<file path="config.mk">
export PLATFORM = sky130hd
export DESIGN_NAME = decoded_instr_dispatch
export DESIGN_NICKNAME = d
export VERILOG_FILES = /design/src/rtl/decoded_instr_dispatch.sv
export SDC_FILE = /design/constraint.sdc
export NUM_CORES = 1
export LEC_CHECK = 0
export CAP_MARGIN = 10
export CORE_MARGIN = 2
export CORE_UTILIZATION = 35
export CTS_BUF_LIST = sky130_fd_sc_hd__clkbuf_2
export CTS_CLUSTER_SIZE = 24
export DETAILED_ROUTE_END_ITERATION = 10
export DONT_BUFFER_PORTS = 1
export GPL_ROUTABILITY_DRIVEN = 0
export PLACE_DENSITY = 0.5
export SYNTH_ARGS = -nofsm -noshare
export SYNTH_HDL_FRONTEND = slang
export SYNTH_SLANG_ARGS = --single-unit
</file>
<file path="constraint.sdc">
create_clock -name clock_i -period 6.7 [get_ports clock_i]
set_input_delay 1.34 -clock clock_i [delete_from_list [all_inputs] [get_ports clock_i]]
set_output_delay 1.34 -clock clock_i [all_outputs]
set_load 0.05 [all_outputs]
</file>
<file path="src/rtl/decoded_instr_dispatch.sv">
// Decoded-instruction dispatch buffer.
// Holds decoded instructions in a small in-order circular FIFO and offers
// the head entry to either the integer ALU or the load/store unit through
// per-unit valid/ready handshakes. Backpressure goes upstream via stall_o.
// An instruction presented while full is dropped and flagged in overflow_o.
module decoded_instr_dispatch #(
  parameter int opcodeWidth    = 6,
  parameter int regWidth       = 5,
  parameter int addressSize    = 64,
  parameter int XxoOpcodeWidth = 10,
  parameter int formatWidth    = 5,
  parameter int depth          = 4
) (
  input  logic                      clock_i,
  input  logic                      reset_i,
  input  logic                      enable_i,
  input  logic [addressSize-1:0]    instructionAddress_i,
  input  logic [opcodeWidth-1:0]    opcode_i,
  input  logic [XxoOpcodeWidth-1:0] xOpcode_i,
  input  logic [formatWidth-1:0]    instructionFormat_i,
  input  logic [63:0]               imm_i,
  input  logic [regWidth-1:0]       reg1_i,
  input  logic [regWidth-1:0]       reg2_i,
  input  logic [regWidth-1:0]       reg3_i,
  input  logic                      immEnable_i,
  input  logic                      reg1Enable_i,
  input  logic                      reg2Enable_i,
  input  logic                      reg3Enable_i,
  input  logic                      reg3IsImmediate_i,
  input  logic                      bit1_i,
  input  logic                      bit2_i,
  input  logic                      bit1Enable_i,
  input  logic                      bit2Enable_i,
  input  logic                      reg2ValOrZero_i,
  input  logic                      xOpcodeEnable_i,
  output logic                      stall_o,
  output logic                      overflow_o,
  output logic                      aluValid_o,
  input  logic                      aluReady_i,
  output logic                      lsuValid_o,
  input  logic                      lsuReady_i,
  output logic [addressSize-1:0]    instructionAddress_o,
  output logic [opcodeWidth-1:0]    opcode_o,
  output logic [XxoOpcodeWidth-1:0] xOpcode_o,
  output logic [formatWidth-1:0]    instructionFormat_o,
  output logic [63:0]               imm_o,
  output logic [regWidth-1:0]       reg1_o,
  output logic [regWidth-1:0]       reg2_o,
  output logic [regWidth-1:0]       reg3_o,
  output logic                      immEnable_o,
  output logic                      reg1Enable_o,
  output logic                      reg2Enable_o,
  output logic                      reg3Enable_o,
  output logic                      reg3IsImmediate_o,
  output logic                      bit1_o,
  output logic                      bit2_o,
  output logic                      bit1Enable_o,
  output logic                      bit2Enable_o,
  output logic                      reg2ValOrZero_o,
  output logic                      xOpcodeEnable_o
);

  localparam int ptrWidth     = $clog2(depth);
  localparam int cntWidth     = ptrWidth + 1;
  localparam int flagWidth    = 11;
  localparam int payloadWidth = addressSize + opcodeWidth + XxoOpcodeWidth + formatWidth
                              + 64 + 3 * regWidth + flagWidth;
  localparam logic [cntWidth-1:0] fullCount = cntWidth'(depth);

  logic [payloadWidth-1:0] fifo_mem [depth];
  logic [ptrWidth-1:0]     wr_ptr;
  logic [ptrWidth-1:0]     rd_ptr;
  logic [cntWidth-1:0]     count;
  logic                    overflow_q;
  logic [payloadWidth-1:0] wr_payload;
  logic                    not_empty;
  logic                    full;
  logic                    push;
  logic                    pop;
  logic                    head_is_lsu;

  assign wr_payload = {instructionAddress_i, opcode_i, xOpcode_i, instructionFormat_i, imm_i,
                       reg1_i, reg2_i, reg3_i,
                       immEnable_i, reg1Enable_i, reg2Enable_i, reg3Enable_i, reg3IsImmediate_i,
                       bit1_i, bit2_i, bit1Enable_i, bit2Enable_i, reg2ValOrZero_i,
                       xOpcodeEnable_i};

  // Head entry drives the shared payload bus; meaningless while empty.
  assign {instructionAddress_o, opcode_o, xOpcode_o, instructionFormat_o, imm_o,
          reg1_o, reg2_o, reg3_o,
          immEnable_o, reg1Enable_o, reg2Enable_o, reg3Enable_o, reg3IsImmediate_o,
          bit1_o, bit2_o, bit1Enable_o, bit2Enable_o, reg2ValOrZero_o,
          xOpcodeEnable_o} = fifo_mem[rd_ptr];

  // Full/drop decisions use the pre-edge count, so a pop while full never
  // makes room for a push in the same cycle.
  assign not_empty  = (count != '0);
  assign full       = (count == fullCount);
  assign stall_o    = full;
  assign overflow_o = overflow_q;
  assign push       = enable_i & ~full;
  assign pop        = (aluValid_o & aluReady_i) | (lsuValid_o & lsuReady_i);

  // Route the head: loads/stores go to the LSU, everything else to the ALU.
  always_comb begin
    head_is_lsu = 1'b0;
    if (opcode_o >= opcodeWidth'(32) && opcode_o <= opcodeWidth'(47))
      head_is_lsu = 1'b1;
    if (opcode_o == opcodeWidth'(56) || opcode_o == opcodeWidth'(57) ||
        opcode_o == opcodeWidth'(58) || opcode_o == opcodeWidth'(61) ||
        opcode_o == opcodeWidth'(62))
      head_is_lsu = 1'b1;
  end

  assign aluValid_o = not_empty & ~head_is_lsu;
  assign lsuValid_o = not_empty &  head_is_lsu;

  // Pointers, occupancy and sticky overflow; reset flushes every entry.
  always_ff @(posedge clock_i or posedge reset_i) begin
    if (reset_i) begin
      wr_ptr     <= '0;
      rd_ptr     <= '0;
      count      <= '0;
      overflow_q <= 1'b0;
    end else begin
      if (push) wr_ptr <= wr_ptr + ptrWidth'(1);
      if (pop)  rd_ptr <= rd_ptr + ptrWidth'(1);
      if (push && !pop)
        count <= count + cntWidth'(1);
      else if (pop && !push)
        count <= count - cntWidth'(1);
      if (enable_i && full) overflow_q <= 1'b1;
    end
  end

  // Payload storage needs no reset; the pointers decide what is live.
  always_ff @(posedge clock_i) begin
    if (push) fifo_mem[wr_ptr] <= wr_payload;
  end

endmodule

</file>
==> impl_results.md, run 1 <==
* Status: complete, no violations
* Initial core utilization at 35.27%
* Most frequent cell after synthesis: edfxtp_1
* Final worst path period share at 83.95%
* Max Fclk at 177.8 MHz
* CP max stage delay at 750 ps
* H-tree Lvls at 4
* Clock root buffer: clkbuf_2
* Placed Area at 26860 sq um
* P_sw at 6.229 mW
* Placed cell count at 1898
* Worst Setup End Kind: primary output
* HPWL after detailed placement at 29900 um
* Input/output buffers at 0
* Post-synth EDFFs at 700
* Clk pin slew, worst setup/hold paths at 90 ps
* Distinct cell type count after synthesis at 26
* Final instance area at 30160 sq um
* Die ar. at 75450 sq um
* Share of the synthesized area in the top cell type at 81.97%
* Fin nets at 1480
* Tightest Pin Transition at 1055 ps
* Layout area overhead at 17.60%
* Sinks on Clock Net at 708
* Total power at 14.53 mW
* Fraction of registers with async set/reset at 1.130%
* Syn nets at 1151
* Worst-path fanout max at 23
* Number of synthesized register bits at 708
* Pre-Repair DR Iteration Count at 5
* Slew margin rel. at 29.38%
* Area leader, netlist: edfxtp_1
* CP Launch Type: flip-flop
* Post-synthesis sequential area ratio at 82.75%
* Critical path class: reg -> out
* Initial antenna violation count at 11
* Internal cell power at 8.304 mW
* Dpl ws at 2186 ps
* Unrepaired setup endpoints after global routing: false
* Starting DRC count in detailed routing at 638
* CTS buffer count at 178
* Top post-synthesis cells by count: edfxtp_1, mux4_2, clkbuf_1, buf_2
* PnR worst setup slack at 1075 ps
* Final hold violations at 0
* Final Util at 41.48%
* Mean Syn Cell Area at 26.57 sq um
* Chip width at 274.7 um
* Setup TNS Final at 0 ps
* GRT Total Usage at 14.08%
* Post-route ant nets at 0
* Post-synth top flop: edfxtp_1
* Drt via density at 4.799
* Die H at 274.7 um
* Share of layout cells above drive strength 1 at 32.77%
* Switching Share at 42.86%
* TritonCTS clock tree: yes
* Slew Viols, Final at 0
* Cell area after synthesis at 25640 sq um
* Worst hold slack at 267.7 ps
* MaxCap Viol Count at 0
* Via count at 11390
* DR WL/cell at 22.21 um
* Combinational share of power at 39.1%
* Largest net degree at the start of global routing at 93
* Final WL at 52700 um
* Number of primary I/O pins at 359
* Clock skew at 68.60 ps
* Critical-path top delay cell: dfrtp_4
* Clock power share at 18.9%
* Hold Crit Class: in -> reg
* Grt ovf at 0
* Post-CTS Resized at 0
* Clock latency on the worst-skew pair at 1220 ps
* Register share of total power at 42.0%
* YS warnings at 0
* Final min period at 5625 ps
* Power per cell area at 481.9 nW/um^2
* Max IR drop VDD at 0.0002537 V
* CP cell instances: mux4_2 -> or3b_1 -> a41o_1 -> nor2_1
* Vias in the first global route at 12660
* # setup viols final at 0
* Mapped Cells at 965
* Final Non-Filler Cells at 2373
* Row count at 99
* Clock tree buffer depth at 3
* Placeable Area at 72710 sq um
* First-pass GRT wire length at 78110 um
* Residual DRC count at 0
* Area contributors post-synth: edfxtp_1, mux4_2, dfrtp_1, clkbuf_1, ha_1
* Crit path DAT at 4280 ps
* Req. time, crit path at 5360 ps
* P_leak at 9.760 nW
[worst paths after layout]
check | cells past startpoint | to | from | slack, ps
setup / recovery | 4 | aluValid_o | rd_ptr[0] | 1080
hold / removal | 0 | fifo_mem[3][5] | bit1_i | 270
setup reg to reg | 9 | count[1] | rd_ptr[0] | 2900
hold reg to reg | 1 | count[2] | count[2] | 520
max in group asynchronous | 2 | rd_ptr[0] | reset_i | 5770
min in group asynchronous | 2 | overflow_o | reset_i | 580
[per-layer routing]
metal | up-vias | share of wire, % | track usage (%) | routed length, um
li1 | 4948 | - | - | -
met1 | 5935 | 37 | 15.85 | 19710
met2 | 395 | 51 | 23.24 | 26910
met3 | 95 | 9.4 | 6.520 | 4937
met4 | 14 | 2.0 | 5.678 | 1046
met5 | - | 0.17 | 0 | 92
[state kept, by name, indices dropped and copies added (netlist names)]
signal / count
rd_ptr: 2
wr_ptr: 2
fifo_mem: 700
count: 3
overflow_o: 1
[repair_timing]
action,4_1_cts,5_1_grt
hold buffers,175,0
endpoints found under the hold margin,694,0
endpoints found under the setup margin,0,0
setup buffers,0,0
[power groups by stage]
stage | logic [mW] | clock network (mW) | registers [mW]
final | 5.69 | 2.75 | 6.10
after floorplan | 4.84 | 0 | 6.21
after detailed placement | 5.71 | 0 | 6.23
after CTS | 5.85 | 2.92 | 6.12
after global routing | 5.96 | 3.14 | 6.18
after global placement | 5.73 | 0 | 6.19
[placed cells by master (no fill, tap or decap), drive strengths merged, types with 2 or more instances in the layout]
| master | synthesis | layout |
|---|---|---|
| nor2b | 2 | 2 |
| xor2 | 4 | 4 |
| clkinvlp | 0 | 4 |
| buf | 19 | 14 |
| mux2i | 2 | 2 |
| xnor2 | 2 | 2 |
| nand2 | 4 | 4 |
| nand3 | 2 | 2 |
| edfxtp | 700 | 700 |
| and2 | 5 | 5 |
| clkbuf | 21 | 252 |
| dlygate4sd3 | 0 | 175 |
| clkinv | 0 | 34 |
| diode | 0 | 4 |
| bufinv | 0 | 2 |
| ha | 5 | 5 |
| dfrtp | 8 | 8 |
| inv | 5 | 9 |
| nor2 | 2 | 2 |
| mux4 | 175 | 175 |
[critical path: cells and delay by family, from the launching register on]
kind	cells	cell delay, ps
and+or+nand+nor	2	1180
DFF	1	750
muxes	1	750
AOI/OAI and AO/OA	1	370
[cells by family after synthesis]
| group | Yosys count | synth area share (%) |
|---|---|---|
| compound gates | 3 | 0.08782 |
| fa+ha+maj | 6 | 0.3220 |
| buf+inv | 45 | 0.7368 |
| xor+xnor | 6 | 0.2049 |
| simple gates | 19 | 0.4050 |
| mux | 178 | 15.49 |
| flops | 708 | 82.75 |
[final cells by class]
type,instances,area [sq um]
clock inverter,44,271.5
fill,6444,42550
tap,959,1200
clock buffer,252,1261
sequential,708,21230
inverter,5,18.77
timing repair buffer,189,1919
multi-input combinational,212,4249
antenna,4,10.01
No activity file was read; power rests on OpenSTA's default activity.
==> run 2, diff against run 1 <==
PLACE_DENSITY = 0.52   (was 0.5)
clock period = 4.8 ns   (was 6.7 ns; I/O delays follow)
==> impl_results.md, run 2 (synthesis results as in run 1) <==
* Status: complete, no violations
* Largest net degree at the start of global routing at 83 (-11%)
* Initial antenna violation count at 7 (-4)
* Power per cell area at 675.8 nW/um^2 (+40%)
* Worst Setup End Kind: primary output
* Drt via density at 4.799 (about the same)
* Grt ovf at 0 (unchanged)
* Clock skew at 74.43 ps (+5.823 ps)
* CTS buffer count at 176 (-1.1%)
* P_leak at 9.922 nW (+1.7%)
* Placed Area at 27060 sq um (+0.74%)
* Final hold violations at 0 (unchanged)
* CP max stage delay at 640 ps (-110 ps)
* Commonest non-fill, non-tap cell in the layout: edfxtp_1
* Number of primary I/O pins at 359 (unchanged)
* Die H at 274.7 um (unchanged)
* Flop2flop setup slack at 1020 ps (-1880 ps)
* Initial core utilization at 35.27% (unchanged)
* TritonCTS clock tree: yes
* Die ar. at 75450 sq um (unchanged)
* Tightest Pin Transition at 974.3 ps (-80.33 ps)
* Commonest non-fill, non-tap cells in the layout: edfxtp_1, clkbuf_2, dlygate4sd3_1, mux4_2, clkinv_1
* Layout fillers at 6373 (-1.1%)
* Starting DRC count in detailed routing at 560 (-12%)
* Pre-Repair DR Iteration Count at 4 (-1)
* Max IR drop VDD at 0.0004218 V (+66%)
* Post-route ant nets at 0 (unchanged)
* Max Fclk at 225.7 MHz
* HPWL after detailed placement at 30910 um (+3.4%)
* Final instance area at 30490 sq um (+1.1%)
* Slew margin rel. at 34.76% (+5.4 points)
* Hold Crit Class: in -> reg
* Most flop-heavy register: fifo_mem
* Largest registers: fifo_mem x700, count x3
* CP Capture Point: lsuValid_o
* Slew Viols, Final at 0 (unchanged)
* H-tree Lvls at 4 (unchanged)
* Critical R2R Launch: rd_ptr[1]
* Placeable Area at 72710 sq um (unchanged)
* Clock latency on the worst-skew pair at 1290 ps (+70 ps)
* CP Launch Type: flip-flop
* Sinks on Clock Net at 708 (unchanged)
* Clock root buffer: clkbuf_2
* Fin nets at 1501 (+1.4%)
* Final WL at 54130 um (+2.7%)
* CP cell instances: mux4_2 -> or3b_1 -> a41o_1 -> and2_1
* Critical-path top delay cell: dfrtp_4
* Vias in the first global route at 12770 (+0.81%)
* Layout area overhead at 18.90%
* MaxCap Viol Count at 0 (unchanged)
* # setup viols final at 0 (unchanged)
* Final min period at 4431 ps
* Row count at 99 (unchanged)
* Worst hold slack at 369.8 ps (+102.1 ps)
* Input/output buffers at 0 (unchanged)
* Family with the most delay on the worst path: simple AND/OR/NAND/NOR gates
* Crit path DAT at 3470 ps (-810 ps)
* Clock tree buffer depth at 3 (unchanged)
* Post-CTS Resized at 0 (unchanged)
* Final worst path period share at 92.30%
* DR WL/cell at 22.57 um (+1.7%)
* Crit Reg-Reg Endpoint: count[2]
* Worst-path fanout max at 17 (-26%)
* GRT Total Usage at 14.39% (+0.31 points)
* Critical path class: reg -> out
* Unrepaired setup endpoints after global routing: false
* Chip width at 274.7 um (unchanged)
* WP depth at 4 (unchanged)
* Clk pin slew, worst setup/hold paths at 110 ps (+20 ps)
* Share of layout cells above drive strength 1 at 33.22% (+0.45 points)
* Residual DRC count at 0 (unchanged)
* CP startpoint: rd_ptr[1]
* Via count at 11510 (+1.1%)
* Number of flip-flops under the largest register name at 700 (unchanged)
* Setup TNS Final at 0 ps (unchanged)
* Worst path bufs/invs at 0 (unchanged)
* First-pass GRT wire length at 78560 um (+0.58%)
* Reg2Reg Depth at 12 (+3)
* Req. time, crit path at 3840 ps (-1520 ps)
==> run 2: cell types whose count changed in the layout (fill, tap and decap cells not counted), moves of 2 or more <==
cell and delta:
buf_4 +9, bufinv_16 +2, clkbuf_2 -11, inv_2 +2
clkinv_1 +5, clkinv_2 +6, buf_12 +8, dlygate4sd3_1 +6
==> run 2: worst min path at each step <==
stage	start	end	slack, ps	cells after the start
2_1_floorplan	count[2]	count[2]	470	1
3_3_place_gp	count[2]	count[2]	510	1
3_5_place_dp	count[2]	count[2]	520	1
4_1_cts	instructionAddress_i[12]	fifo_mem[0][123]	100	1
5_1_grt	instructionAddress_i[12]	fifo_mem[0][123]	160	1
6_report	instructionAddress_i[12]	fifo_mem[0][123]	370	1
==> run 2: per-stage QoR <==
stage               utilization (%)  total power, mW  cells  setup slack, ps
CTS                           41.92            21.10   2395            115.8
floorplan                         -            15.30    965            859.5
finish                        41.93            20.61   2398            369.4
global route                  41.93            21.62   2398            52.62
detailed placement            37.22            16.83   1911             1283
global placement              37.22            16.76   1911             1295
==> run 2: where the power goes <==
| part | leakage [nW] | switching (mW) | internal (mW) |
|---|---|---|---|
| clock network | 1.18 | 2.35 | 1.59 |
| registers | 6.50 | 0.287 | 8.12 |
| logic | 2.24 | 6.18 | 2.07 |
| total | 9.92 | 8.83 | 11.8 |
==> run 2: final cells by class <==
class	count	area [sq um]	share of cell area, %
multi-input combinational	212	4249	13.94
inverter	5	18.77	0.06156
antenna	3	7.507	0.02462
timing repair buffer	212	2207	7.239
clock buffer	241	1206	3.956
sequential	708	21230	69.62
tap	959	1200	3.935
clock inverter	58	372.9	1.223
==> run 2: routing by layer <==
metal / GRT usage [%] / share of wire [%] / vias to the layer above
met1: 15.32 / 36 / 6036
li1: - / - / 4985
met5: 0 / 0.094 / -
met4: 6.078 / 2.3 / 8
met2: 24.92 / 53 / 371
met3: 6.249 / 8.6 / 107
==> run 2: what timing repair did <==
| action | CTS | global route |
|---|---|---|
| setup endpoints to repair | 2 | 0 |
| hold endpoints to repair | 714 | 0 |
| buffers inserted | 4 | 0 |
| hold buffers | 181 | 0 |
